**src/rtl/fetch_pkg.sv**
```systemverilog
// Shared constants and types for the instruction-fetch front end.
package fetch_pkg;

    localparam int DEFAULT_PC_WIDTH          = 48;
    localparam int DEFAULT_INSTRUCTION_WIDTH = 48;
    localparam int DEFAULT_QUEUE_DEPTH       = 4;
    localparam int DEFAULT_PC_STEP           = 1;

    localparam logic [DEFAULT_INSTRUCTION_WIDTH-1:0] NOP_INSTRUCTION = '0;

    typedef struct packed {
        logic [DEFAULT_INSTRUCTION_WIDTH-1:0] instruction;
        logic [DEFAULT_PC_WIDTH-1:0]          pc;
    } fetch_entry_t;

endpackage

```
**src/rtl/fetch_queue.sv**
```systemverilog
// Circular prefetch FIFO: head/tail wrap naturally, flush clears it in one cycle.
module fetch_queue #(
    parameter  int DEPTH  = 4,
    parameter  int DATA_W = 96,
    localparam int PTR_W  = $clog2(DEPTH),
    localparam int CNT_W  = $clog2(DEPTH + 1)
) (
    input  logic              clock,
    input  logic              reset,
    input  logic              flush,
    input  logic              push,
    input  logic [DATA_W-1:0] push_data,
    input  logic              pop,
    output logic [DATA_W-1:0] head_data,
    output logic [CNT_W-1:0]  count,
    output logic              empty
);

    logic [DATA_W-1:0] mem [DEPTH];
    logic [PTR_W-1:0]  head;
    logic [PTR_W-1:0]  tail;
    logic              full;
    logic              pop_ok;
    logic              push_ok;

    assign empty     = (count == '0);
    assign full      = (count == CNT_W'(DEPTH));
    assign pop_ok    = pop && !empty;
    assign push_ok   = push && (!full || pop_ok);
    assign head_data = mem[head];

    always_ff @(posedge clock) begin
        if (reset || flush) begin
            head  <= '0;
            tail  <= '0;
            count <= '0;
        end else begin
            if (push_ok) tail <= tail + 1'b1;
            if (pop_ok)  head <= head + 1'b1;
            count <= count + CNT_W'(push_ok) - CNT_W'(pop_ok);
        end
    end

    // Storage has no reset; only entries between head and tail are ever read.
    always_ff @(posedge clock) begin
        if (push_ok) mem[tail] <= push_data;
    end

    // The issue rule upstream guarantees a free slot for every returning word.
    always_ff @(posedge clock) begin
        if (!reset && !flush) assert (!(push && full && !pop_ok));
    end

endmodule

```
**src/rtl/fetch_unit.sv**
```systemverilog
// Fetch front end: PC generation, one outstanding imem read, prefetch queue to Decode.
module fetch_unit
    import fetch_pkg::*;
#(
    parameter int PC_WIDTH          = DEFAULT_PC_WIDTH,
    parameter int INSTRUCTION_WIDTH = DEFAULT_INSTRUCTION_WIDTH,
    parameter int QUEUE_DEPTH       = DEFAULT_QUEUE_DEPTH,
    parameter int PC_STEP           = DEFAULT_PC_STEP
) (
    input  logic                         clock,
    input  logic                         reset,
    input  logic                         enable,
    input  logic                         takeBranch,
    input  logic [PC_WIDTH-1:0]          branchTarget,
    output logic [PC_WIDTH-1:0]          imemAddress,
    output logic                         imemReadEnable,
    input  logic [INSTRUCTION_WIDTH-1:0] imemData,
    output logic [INSTRUCTION_WIDTH-1:0] instruction,
    output logic [PC_WIDTH-1:0]          instructionPC,
    output logic                         instructionValid
);

    localparam int CNT_W   = $clog2(QUEUE_DEPTH + 1);
    localparam int ENTRY_W = INSTRUCTION_WIDTH + PC_WIDTH;

    logic [PC_WIDTH-1:0] fetch_pc;
    logic [PC_WIDTH-1:0] in_flight_pc;
    logic                in_flight;

    logic [ENTRY_W-1:0]  head_data;
    logic [CNT_W-1:0]    count;
    logic                empty;
    logic                pop;
    logic                push;
    logic                issue;
    logic [CNT_W:0]      occupancy;

    assign pop  = enable && !empty;
    assign push = in_flight && !takeBranch;

    // Slots already promised = queued words plus the read in flight, minus this cycle's pop.
    assign occupancy = {1'b0, count} + (CNT_W+1)'(in_flight) - (CNT_W+1)'(pop);
    assign issue     = !reset && !takeBranch && (occupancy < (CNT_W+1)'(QUEUE_DEPTH));

    always_ff @(posedge clock) begin
        if (reset) begin
            fetch_pc     <= '0;
            in_flight    <= 1'b0;
            in_flight_pc <= '0;
        end else if (takeBranch) begin
            fetch_pc  <= branchTarget;
            in_flight <= 1'b0;
        end else if (issue) begin
            fetch_pc     <= fetch_pc + PC_WIDTH'(PC_STEP);
            in_flight    <= 1'b1;
            in_flight_pc <= fetch_pc;
        end else begin
            in_flight <= 1'b0;
        end
    end

    fetch_queue #(
        .DEPTH  (QUEUE_DEPTH),
        .DATA_W (ENTRY_W)
    ) u_queue (
        .clock     (clock),
        .reset     (reset),
        .flush     (takeBranch),
        .push      (push),
        .push_data ({imemData, in_flight_pc}),
        .pop       (pop),
        .head_data (head_data),
        .count     (count),
        .empty     (empty)
    );

    assign imemAddress      = fetch_pc;
    assign imemReadEnable   = issue;
    assign instructionValid = !empty;
    assign instruction      = empty ? INSTRUCTION_WIDTH'(NOP_INSTRUCTION)
                                    : head_data[ENTRY_W-1 -: INSTRUCTION_WIDTH];
    assign instructionPC    = empty ? '0 : head_data[PC_WIDTH-1:0];

endmodule

```
**config.mk**
```make
export PLATFORM = sky130hd
export DESIGN_NAME = fetch_unit
export DESIGN_NICKNAME = d
export VERILOG_FILES = /design/src/rtl/fetch_pkg.sv /design/src/rtl/fetch_queue.sv /design/src/rtl/fetch_unit.sv
export SDC_FILE = /design/constraint.sdc
export NUM_CORES = 1
export LEC_CHECK = 0
export CAP_MARGIN = 30
export CORE_MARGIN = 1.5
export CORE_UTILIZATION = 50
export DETAILED_ROUTE_END_ITERATION = 10
export PLACE_DENSITY_LB_ADDON = 0.12
export SLEW_MARGIN = 40
export SYNTH_ARGS = -nofsm -noshare
export SYNTH_HDL_FRONTEND = slang
export SYNTH_SLANG_ARGS = --single-unit
```
**constraint.sdc**
```tcl
create_clock -name clock -period 12.4 [get_ports clock]
set_input_delay 2.48 -clock clock [delete_from_list [all_inputs] [get_ports clock]]
set_output_delay 2.48 -clock clock [all_outputs]
set_load 0.02 [all_outputs]
```
==> qor.csv <==
metric;value;unit
detailedRoute.firstIterationViolations;752;
reg2reg_from;u_queue.count[2];
htree_num_levels;2;
route.detailed.drc;0;
seq_area;0.0137;mm^2
ios;246;
avgRoutedWirePerCell;21.4;um
layout_commonest_cell;edfxtp_1;
core.rowCount;72;
tightest_slew;772;ps
cts_root_buf;clkbuf_16;
setup_viol;0;
core_area;0.0386;mm^2
routed_wl;43.8;mm
cts.repair.resized;0;
slew-limit-headroom;48.6;%
cts_max_path_buffers;3;
synth_seq_cells;490;
die_y;201;um
ys.flop_type;edfxtp_1;
num_vias;11705;
rsz0062_at_grt;false;
die-area;0.0403;mm^2
syn_area;0.0195;mm^2
holdCritPathClass;reg2reg;
multi_input_area;0.00552;mm^2
outcome;finished, final reports clean;
area_delta_synth_final;23.8;%
crit_type;in2out;
die_x;201;um
finalMaxSlewViolations;0;
clock_sinks;490;
syn_avg_cell_area;15.6;um^2
critPathArrivalTime;5140;ps
drive_above_1_share;13.1;%
via_per_inst;5.72;
post-route-util;62.6;%
p_leak;7.54;nW
final.period_utilization;61.5;%
grt_start_max_net_pins;98;
initial_core_util;50.6;%
rr_worst_depth;11;
grt_pass1_wl;69.0;mm
antenna-diode-count;0;
grtUsageTotal;22.1;%
fin_setup_tns;0;ps
end_kind;primary output;
report.final.hold_viol_count;0;
worstPathMaxFanout;5;
crit_required;9920;ps
grt_pass1_vias;11964;
crit_path_start_kind;input port;
overflow;0;
synth_warnings;0;
drtPass1Iterations;6;
clk_latency;560;ps
antenna_found_initial;0;
syn_nets;1365;
fmaxAchievable;131;MHz
fin_worst_skew;13.0;ps
cts_buffers;50;
fillers;2867;
peakVddDrop;0.0996;mV
io_buffers;245;
cts_tree;built;
syn_inst;1254;
dpl.hpwl;26.3;mm
cts_hold_buffers;0;
r2r_setup_slack;8900;ps
postSynth.asyncResetShare;0;%
layout_common_cells;384 x edfxtp_1, 244 x clkdlybuf4s50_1, 148 x nand2_1;
ys_types;55;
synth-edff-count;384;
yosysSeqAreaShare;69.9;%
r2r_end;imemAddress[31];
max_cap_violations;0;
cts_setup_buffers;0;
path_clk_slew;60;ps
power_density;151;mW/mm^2
startpoint;enable;
ant_nets;0;
gp_congestion;0.846;
fin_crit;7620;ps
fin_nets;1601;
worstSetupEndpoint;imemReadEnable;
-- where the power goes --
group	internal, mW	switching (mW)
clock network	0.886	0.596
logic	0.145	0.183
registers	1.81	0.0351
-- cell type report --
cell class	instances	share of cell area, %
clock buffers	67	5.88
clock inverters	25	0.911
repair buffers	262	10.9
well taps	518	2.68
inverters	23	0.357
flip-flops and latches	490	56.5
multi-input cells	663	22.8
-- kinds of logic (layout without fill, tap and decap cells) --
group | after synthesis | after routing | synth area share (%)
fa+ha+maj | 11 | 11 | 0.743
mux | 99 | 99 | 11.2
compound gates | 151 | 151 | 5.31
buf+inv | 101 | 377 | 2.06
flops | 490 | 490 | 69.9
xor+xnor | 6 | 6 | 0.269
simple gates | 396 | 396 | 10.5
-- metal layers --
layer | GRT usage (%) | vias to the layer above | wire, um | share of wire, %
li1 | - | 5342 | - | -
met2 | 35.6 | 382 | 21000 | 48
met5 | 0 | - | 0 | 0
met4 | 5.69 | 0 | 731 | 1.7
met3 | 3.83 | 49 | 2540 | 5.8
met1 | 31.5 | 5932 | 19500 | 45
-- registers in the layout, indices dropped and copies added (netlist names), named ones only --
name,flops
imemAddress,48
in_flight_pc,48
u_queue.tail,2
u_queue.mem,384
in_flight,1
u_queue.count,3
u_queue.head,2
-- worst min-delay path by stage --
| stage | startpoint | endpoint | slack, ps | cells after the start |
|---|---|---|---|---|
| floorplan | in_flight_pc[0] | u_queue.mem[0][0] | 460 | 0 |
| global placement | in_flight_pc[32] | u_queue.mem[2][32] | 480 | 0 |
| detailed placement | in_flight_pc[24] | in_flight_pc[24] | 490 | 2 |
| CTS | in_flight_pc[24] | in_flight_pc[24] | 500 | 2 |
| global route | in_flight_pc[33] | in_flight_pc[33] | 520 | 2 |
| finish | in_flight_pc[24] | in_flight_pc[24] | 500 | 2 |
-- worst max-delay path: stages --
cell and delay [ps]:
clkdlybuf4s50_1 510, and2_1 200, ha_1 170, inv_1 60
ha_1 270, nand3b_1 180, a2111oi_2 480, a21oi_4 70
inv_2 100, clkdlybuf4s50_1 620
-- through the flow --
step	instance area (um^2)	power, mW	hold WS (ps)	cells	setup slack (ps)
final	24200	3.65	495	2048	4780
after global routing	24200	3.78	525	2048	4590
after CTS	24200	3.69	496	2048	4800
after detailed placement	22500	2.21	488	1956	4820
after global placement	22500	2.20	476	1954	4890
after floorplan	19500	2.04	460	1254	5730
-- synth_stat cells (all sizes together), types with 2 or more instances --
master / instances / area, um^2
a2111oi: 4 / 41.3
a211o: 2 / 17.5
a211oi: 3 / 22.5
a21oi: 50 / 254
a221oi: 2 / 17.5
a22oi: 2 / 15.0
a311oi: 11 / 96.3
a31oi: 26 / 163
and2: 107 / 669
and4: 2 / 17.5
buf: 23 / 110
clkbuf: 55 / 206
dfxtp: 106 / 2120
edfxtp: 384 / 11500
ha: 10 / 125
inv: 23 / 86.3
mux2i: 3 / 30.0
mux4: 96 / 2160
nand2: 148 / 556
nand3: 19 / 95.1
nand4: 24 / 156
nor2: 37 / 139
nor2b: 6 / 37.5
nor3: 9 / 50.1
nor4: 5 / 46.3
o211ai: 6 / 45.0
o21ai: 7 / 35.0
o311a: 2 / 20.0
o311ai: 16 / 140
o31a: 2 / 17.5
o31ai: 11 / 82.6
o41ai: 2 / 17.5
or3: 8 / 50.1
or3b: 2 / 17.5
or4: 22 / 165
or4b: 3 / 30.0
xnor2: 4 / 35.0
xor2: 2 / 17.5
Note: power is estimated with default switching activity, not from simulation.
==> variant 1, RTL diff (same settings) <==
The package constant `DEFAULT_INSTRUCTION_WIDTH` goes from 48 to 72.
--- a/src/rtl/fetch_pkg.sv
+++ b/src/rtl/fetch_pkg.sv
@@ -4,3 +4,3 @@
     localparam int DEFAULT_PC_WIDTH          = 48;
-    localparam int DEFAULT_INSTRUCTION_WIDTH = 48;
+    localparam int DEFAULT_INSTRUCTION_WIDTH = 72;
     localparam int DEFAULT_QUEUE_DEPTH       = 4;
Interface: changed (resized imemData and instruction); port bits go from 246 to 294. The function was not compared with the original's and may differ.
==> variant 1 against the unedited design <==
- routed wire length up 20%
- setup slack got worse by 0.16 ns
- hold slack worse by 0.00071 ns
- synthesized area grew 19%
- critical path depth unchanged
- sequential cell count up 96
- first-iteration DRC count grew 46%
- design area up 20%
- power up 22%
- global-route usage hardly changed
- register-to-register slack lost 0.37 ns
- largest power group unchanged
==> variant 1: results <==
<?xml version="1.0" encoding="UTF-8"?>
<metrics>
  <group name="worst_setup_path">
    <metric name="reg2reg_slack" unit="ns">8.53</metric>
    <metric name="crit_arrival" unit="ns">5.30</metric>
    <metric name="critical_path.reg2reg.endpoint" unit="">imemAddress[27]</metric>
  </group>
  <group name="run_status">
    <metric name="outcome" unit="">complete, no violations</metric>
  </group>
  <group name="cells_and_area">
    <metric name="nets" unit="">1848</metric>
    <metric name="n_fill_cell" unit="">3450</metric>
    <metric name="drive_gt1_frac" unit="">0.143</metric>
  </group>
  <group name="placement">
    <metric name="place.port_buffers" unit="">293</metric>
    <metric name="place.gp.congestion" unit="">0.904</metric>
    <metric name="detailed_place_hpwl" unit="µm">32200</metric>
    <metric name="dpl-instance-area" unit="mm²">0.0269</metric>
  </group>
  <group name="timing">
    <metric name="timing_worst_slew_pin_value" unit="ns">0.753</metric>
    <metric name="skew" unit="ns">0.0242</metric>
  </group>
  <group name="logic_synthesis">
    <metric name="synth.net_count" unit="">1566</metric>
    <metric name="yosysSeqAreaShare" unit="">0.708</metric>
    <metric name="synth_enable_flop_cells" unit="">480</metric>
  </group>
  <group name="drt">
    <metric name="met2_length" unit="µm">24200</metric>
    <metric name="drt-pass1-iter-count" unit="">5</metric>
    <metric name="met3_wirelength" unit="µm">3670</metric>
  </group>
  <group name="global_route">
    <metric name="grt_use_met2" unit="">0.341</metric>
    <metric name="number_of_antenna_violations_at_the_first_check_in_global_routing" unit="">1</metric>
  </group>
  <group name="cts">
    <metric name="clock_insertion_delay_worst_skew" unit="ns">0.61</metric>
  </group>
  <group name="power">
    <metric name="net-switching-power" unit="µW">993</metric>
    <metric name="share_comb_of_total_power" unit="">0.092</metric>
    <metric name="power.sequential.total" unit="µW">2210</metric>
  </group>
</metrics>
variant 1: cell count changes after synthesis, moves of 7 or more:
cell,change
sky130_fd_sc_hd__and2_1,+27
sky130_fd_sc_hd__and3_1,+16
sky130_fd_sc_hd__a31oi_1,-12
sky130_fd_sc_hd__a311oi_1,+8
sky130_fd_sc_hd__buf_1,+7
sky130_fd_sc_hd__nand2_1,-15
sky130_fd_sc_hd__edfxtp_1,+96
sky130_fd_sc_hd__buf_2,+8
sky130_fd_sc_hd__mux4_2,+24
sky130_fd_sc_hd__a21oi_1,+7
sky130_fd_sc_hd__o311ai_0,-9
sky130_fd_sc_hd__and4_1,+9
variant 1: area by class of cell:
| class | instances | area share |
|---|---|---|
| tap | 607 | 0.0262 |
| clock buffer | 71 | 0.0565 |
| clock inverter | 38 | 0.0135 |
| inverter | 20 | 0.00259 |
| multi-input combinational | 732 | 0.221 |
| sequential | 586 | 0.571 |
| timing repair buffer | 315 | 0.109 |
| antenna | 1 | 0.0000864 |
variant 1: worst min path at each step:
| stage | from | slack, ns | end |
|---|---|---|---|
| final | in_flight_pc[29] | 0.49 | in_flight_pc[29] |
| after floorplan | in_flight_pc[0] | 0.46 | u_queue.mem[0][0] |
| after global routing | in_flight_pc[18] | 0.53 | u_queue.mem[1][18] |
| after detailed placement | in_flight_pc[29] | 0.49 | in_flight_pc[29] |
| after CTS | in_flight_pc[20] | 0.50 | in_flight_pc[20] |
| after global placement | in_flight_pc[20] | 0.48 | u_queue.mem[2][20] |
variant 1: critical path, cell delays in order:
cell and delay (ns):
sky130_fd_sc_hd__clkdlybuf4s50_1 0.50, sky130_fd_sc_hd__and2_1 0.19, sky130_fd_sc_hd__ha_1 0.16, sky130_fd_sc_hd__inv_1 0.06, sky130_fd_sc_hd__ha_1 0.26, sky130_fd_sc_hd__nand3b_1 0.18, sky130_fd_sc_hd__a2111oi_0 0.73, sky130_fd_sc_hd__a21oi_4 0.04
sky130_fd_sc_hd__clkinv_1 0.10, sky130_fd_sc_hd__clkdlybuf4s50_1 0.60
variant 1: cell families (layout without fill, tap and decap cells):
kind of cell             Yosys count  in the layout  share of synthesized area
XOR/XNOR                           7              7                    0.00263
multiplexers                     121            121                      0.116
buffers and inverters            113            444                     0.0195
adder cells (fa/ha/maj)           11             11                    0.00622
flip-flops                       586            586                      0.708
AND/OR/NAND/NOR                  439            439                      0.102
other                              0              1                          0
AO/OA/AOI/OAI                    154            154                     0.0455
variant 1: through the flow:
stage                util  hold WS, ns  worst slack (ns)  std cells
CTS                 0.624        0.499              4.63       2367
detailed placement  0.580        0.493              4.63       2258
global route        0.625        0.526              4.44       2370
global placement    0.579        0.476              4.63       2257
floorplan               -        0.460              5.71       1431
finish              0.625        0.495              4.62       2370
==> variant 2, RTL diff (same flow settings) <==
Without the edit above. Make the reset (`reset`) asynchronous in one clocked block.
--- a/src/rtl/fetch_unit.sv
+++ b/src/rtl/fetch_unit.sv
@@ -44,3 +44,3 @@
 
-    always_ff @(posedge clock) begin
+    always_ff @(posedge clock or posedge reset) begin
         if (reset) begin
Formal check against the unedited RTL: differs if reset is asserted again (counterexample within 4 cycles, from zero or initial values and one cycle with reset high); with reset held inactive, the same outputs for 4 cycles.
==> variant 2 against the unedited design <==
- routed wire length grew 1.6%
- clock skew grew 0.0094 ns
- first-iteration DRC count grew 4.7%
- setup slack lost 0.13 ns
- sequential cell count stayed put
- critical path depth unchanged
- synthesized area rose by 1.5%
- design area rose by 1.4%
- hold slack better by 0.021 ns
- via count is essentially flat
- die area rose by 1.5%
- fmax shrank 1.6%
- power up 5.6%
- synthesized cell count fell by 2.2%
- highest routed layer unchanged
==> variant 2: results <==
<?xml version="1.0" encoding="UTF-8"?>
<metrics>
  <group name="global_route">
    <metric name="grt_use_met2" unit="">0.349</metric>
    <metric name="grt_pass1_wl" unit="µm">69800</metric>
    <metric name="first_global_vias" unit="">11900</metric>
    <metric name="maximum_number_of_pins_on_one_net_before_global_route_repair" unit="">79</metric>
    <metric name="grtUsageMet3" unit="">0.0390</metric>
    <metric name="grt_use_met1" unit="">0.325</metric>
    <metric name="groute.usage.overall" unit="">0.224</metric>
  </group>
  <group name="placement">
    <metric name="detailed_place_hpwl" unit="µm">26500</metric>
    <metric name="place.gp.congestion" unit="">0.831</metric>
  </group>
  <group name="logic_synthesis">
    <metric name="ys_async_sr_fraction" unit="">0.198</metric>
    <metric name="number_of_distinct_library_cells_after_synthesis" unit="">54</metric>
    <metric name="post_synth_main_area_contributors" unit="">sky130_fd_sc_hd__edfxtp_1, sky130_fd_sc_hd__dfrtp_1, sky130_fd_sc_hd__mux4_2</metric>
    <metric name="synth.net_count" unit="">1337</metric>
    <metric name="synth.top_cells.by_count" unit="">sky130_fd_sc_hd__edfxtp_1, sky130_fd_sc_hd__nand2_1, sky130_fd_sc_hd__and2_1, sky130_fd_sc_hd__dfrtp_1, sky130_fd_sc_hd__mux4_2</metric>
    <metric name="yosysSeqAreaShare" unit="">0.713</metric>
  </group>
  <group name="timing">
    <metric name="timing_worst_slew_pin_value" unit="ns">0.797</metric>
    <metric name="skew" unit="ns">0.0224</metric>
  </group>
  <group name="cts">
    <metric name="cts_max_level" unit="">2</metric>
    <metric name="tritoncts.num_buffers" unit="">50</metric>
  </group>
  <group name="drt">
    <metric name="met1_length" unit="µm">19800</metric>
    <metric name="route.detailed.vias_per_inst" unit="">5.76</metric>
    <metric name="met3_wirelength" unit="µm">2820</metric>
    <metric name="drt-initial-drc-count" unit="">787</metric>
    <metric name="met2_length" unit="µm">20800</metric>
    <metric name="average_routed_wire_per_standard_cell" unit="µm">21.9</metric>
  </group>
  <group name="cells_and_area">
    <metric name="max_flop_register" unit="">u_queue.mem</metric>
    <metric name="drive_gt1_frac" unit="">0.137</metric>
    <metric name="nets" unit="">1586</metric>
  </group>
  <group name="worst_setup_path">
    <metric name="crit_path_max_fanout" unit="">6</metric>
    <metric name="crit_arrival" unit="ns">5.27</metric>
  </group>
  <group name="power">
    <metric name="irDropWorstVdd" unit="mV">0.112</metric>
  </group>
  <group name="run_status">
    <metric name="outcome" unit="">complete, no violations</metric>
  </group>
</metrics>
-- variant 2: area by class of cell --
class                      count  area (µm²)
inverter                      17        66.3
fill                        2943       14400
clock buffer                  80        1450
timing repair buffer         262        2640
tap                          518         648
sequential                   490       14100
multi-input combinational    655        5430
clock inverter                13         145
-- variant 2: stage by stage --
stage / hold WS [ns] / std cells / util / area, µm² / setup WS, ns
4_1_cts: 0.516 / 2034 / 0.629 / 24500 / 4.69
5_1_grt: 0.536 / 2035 / 0.630 / 24500 / 4.49
2_1_floorplan: 0.476 / 1227 / - / 19800 / 5.41
3_5_place_dp: 0.503 / 1941 / 0.588 / 22900 / 4.70
6_report: 0.516 / 2035 / 0.630 / 24500 / 4.65
3_3_place_gp: 0.491 / 1938 / 0.586 / 22800 / 4.78
-- variant 2: logic make-up (layout without fill, tap and decap cells) --
group | after synthesis | count (layout) | share of synthesized area
fa+ha+maj | 10 | 10 | 0.00668
simple gates | 451 | 451 | 0.116
xor+xnor | 7 | 7 | 0.00309
flops | 490 | 490 | 0.713
mux | 98 | 98 | 0.110
compound gates | 89 | 89 | 0.0357
buf+inv | 82 | 372 | 0.0163
-- variant 2: final timing paths --
kind	endpoint	slack (ns)	cells past startpoint	from
setup reg to reg	imemAddress[2]	7.88	13	u_queue.count[2]
hold reg to reg	u_queue.mem[2][17]	0.52	0	in_flight_pc[17]
hold / removal	u_queue.mem[2][17]	0.52	0	in_flight_pc[17]
setup / recovery	imemReadEnable	4.65	10	enable
max in group asynchronous	in_flight_pc[33]	8.93	3	reset
min in group asynchronous	in_flight_pc[23]	2.49	2	reset
-- variant 2: power by group through the flow --
stage                     clock network (µW)  registers, µW  logic (µW)
final                                   1450           2000         397
after global routing                    1550           2020         433
after CTS                               1490           2010         401
after detailed placement                   0           2040         398
after global placement                     0           2030         389
after floorplan                            0           2020         201
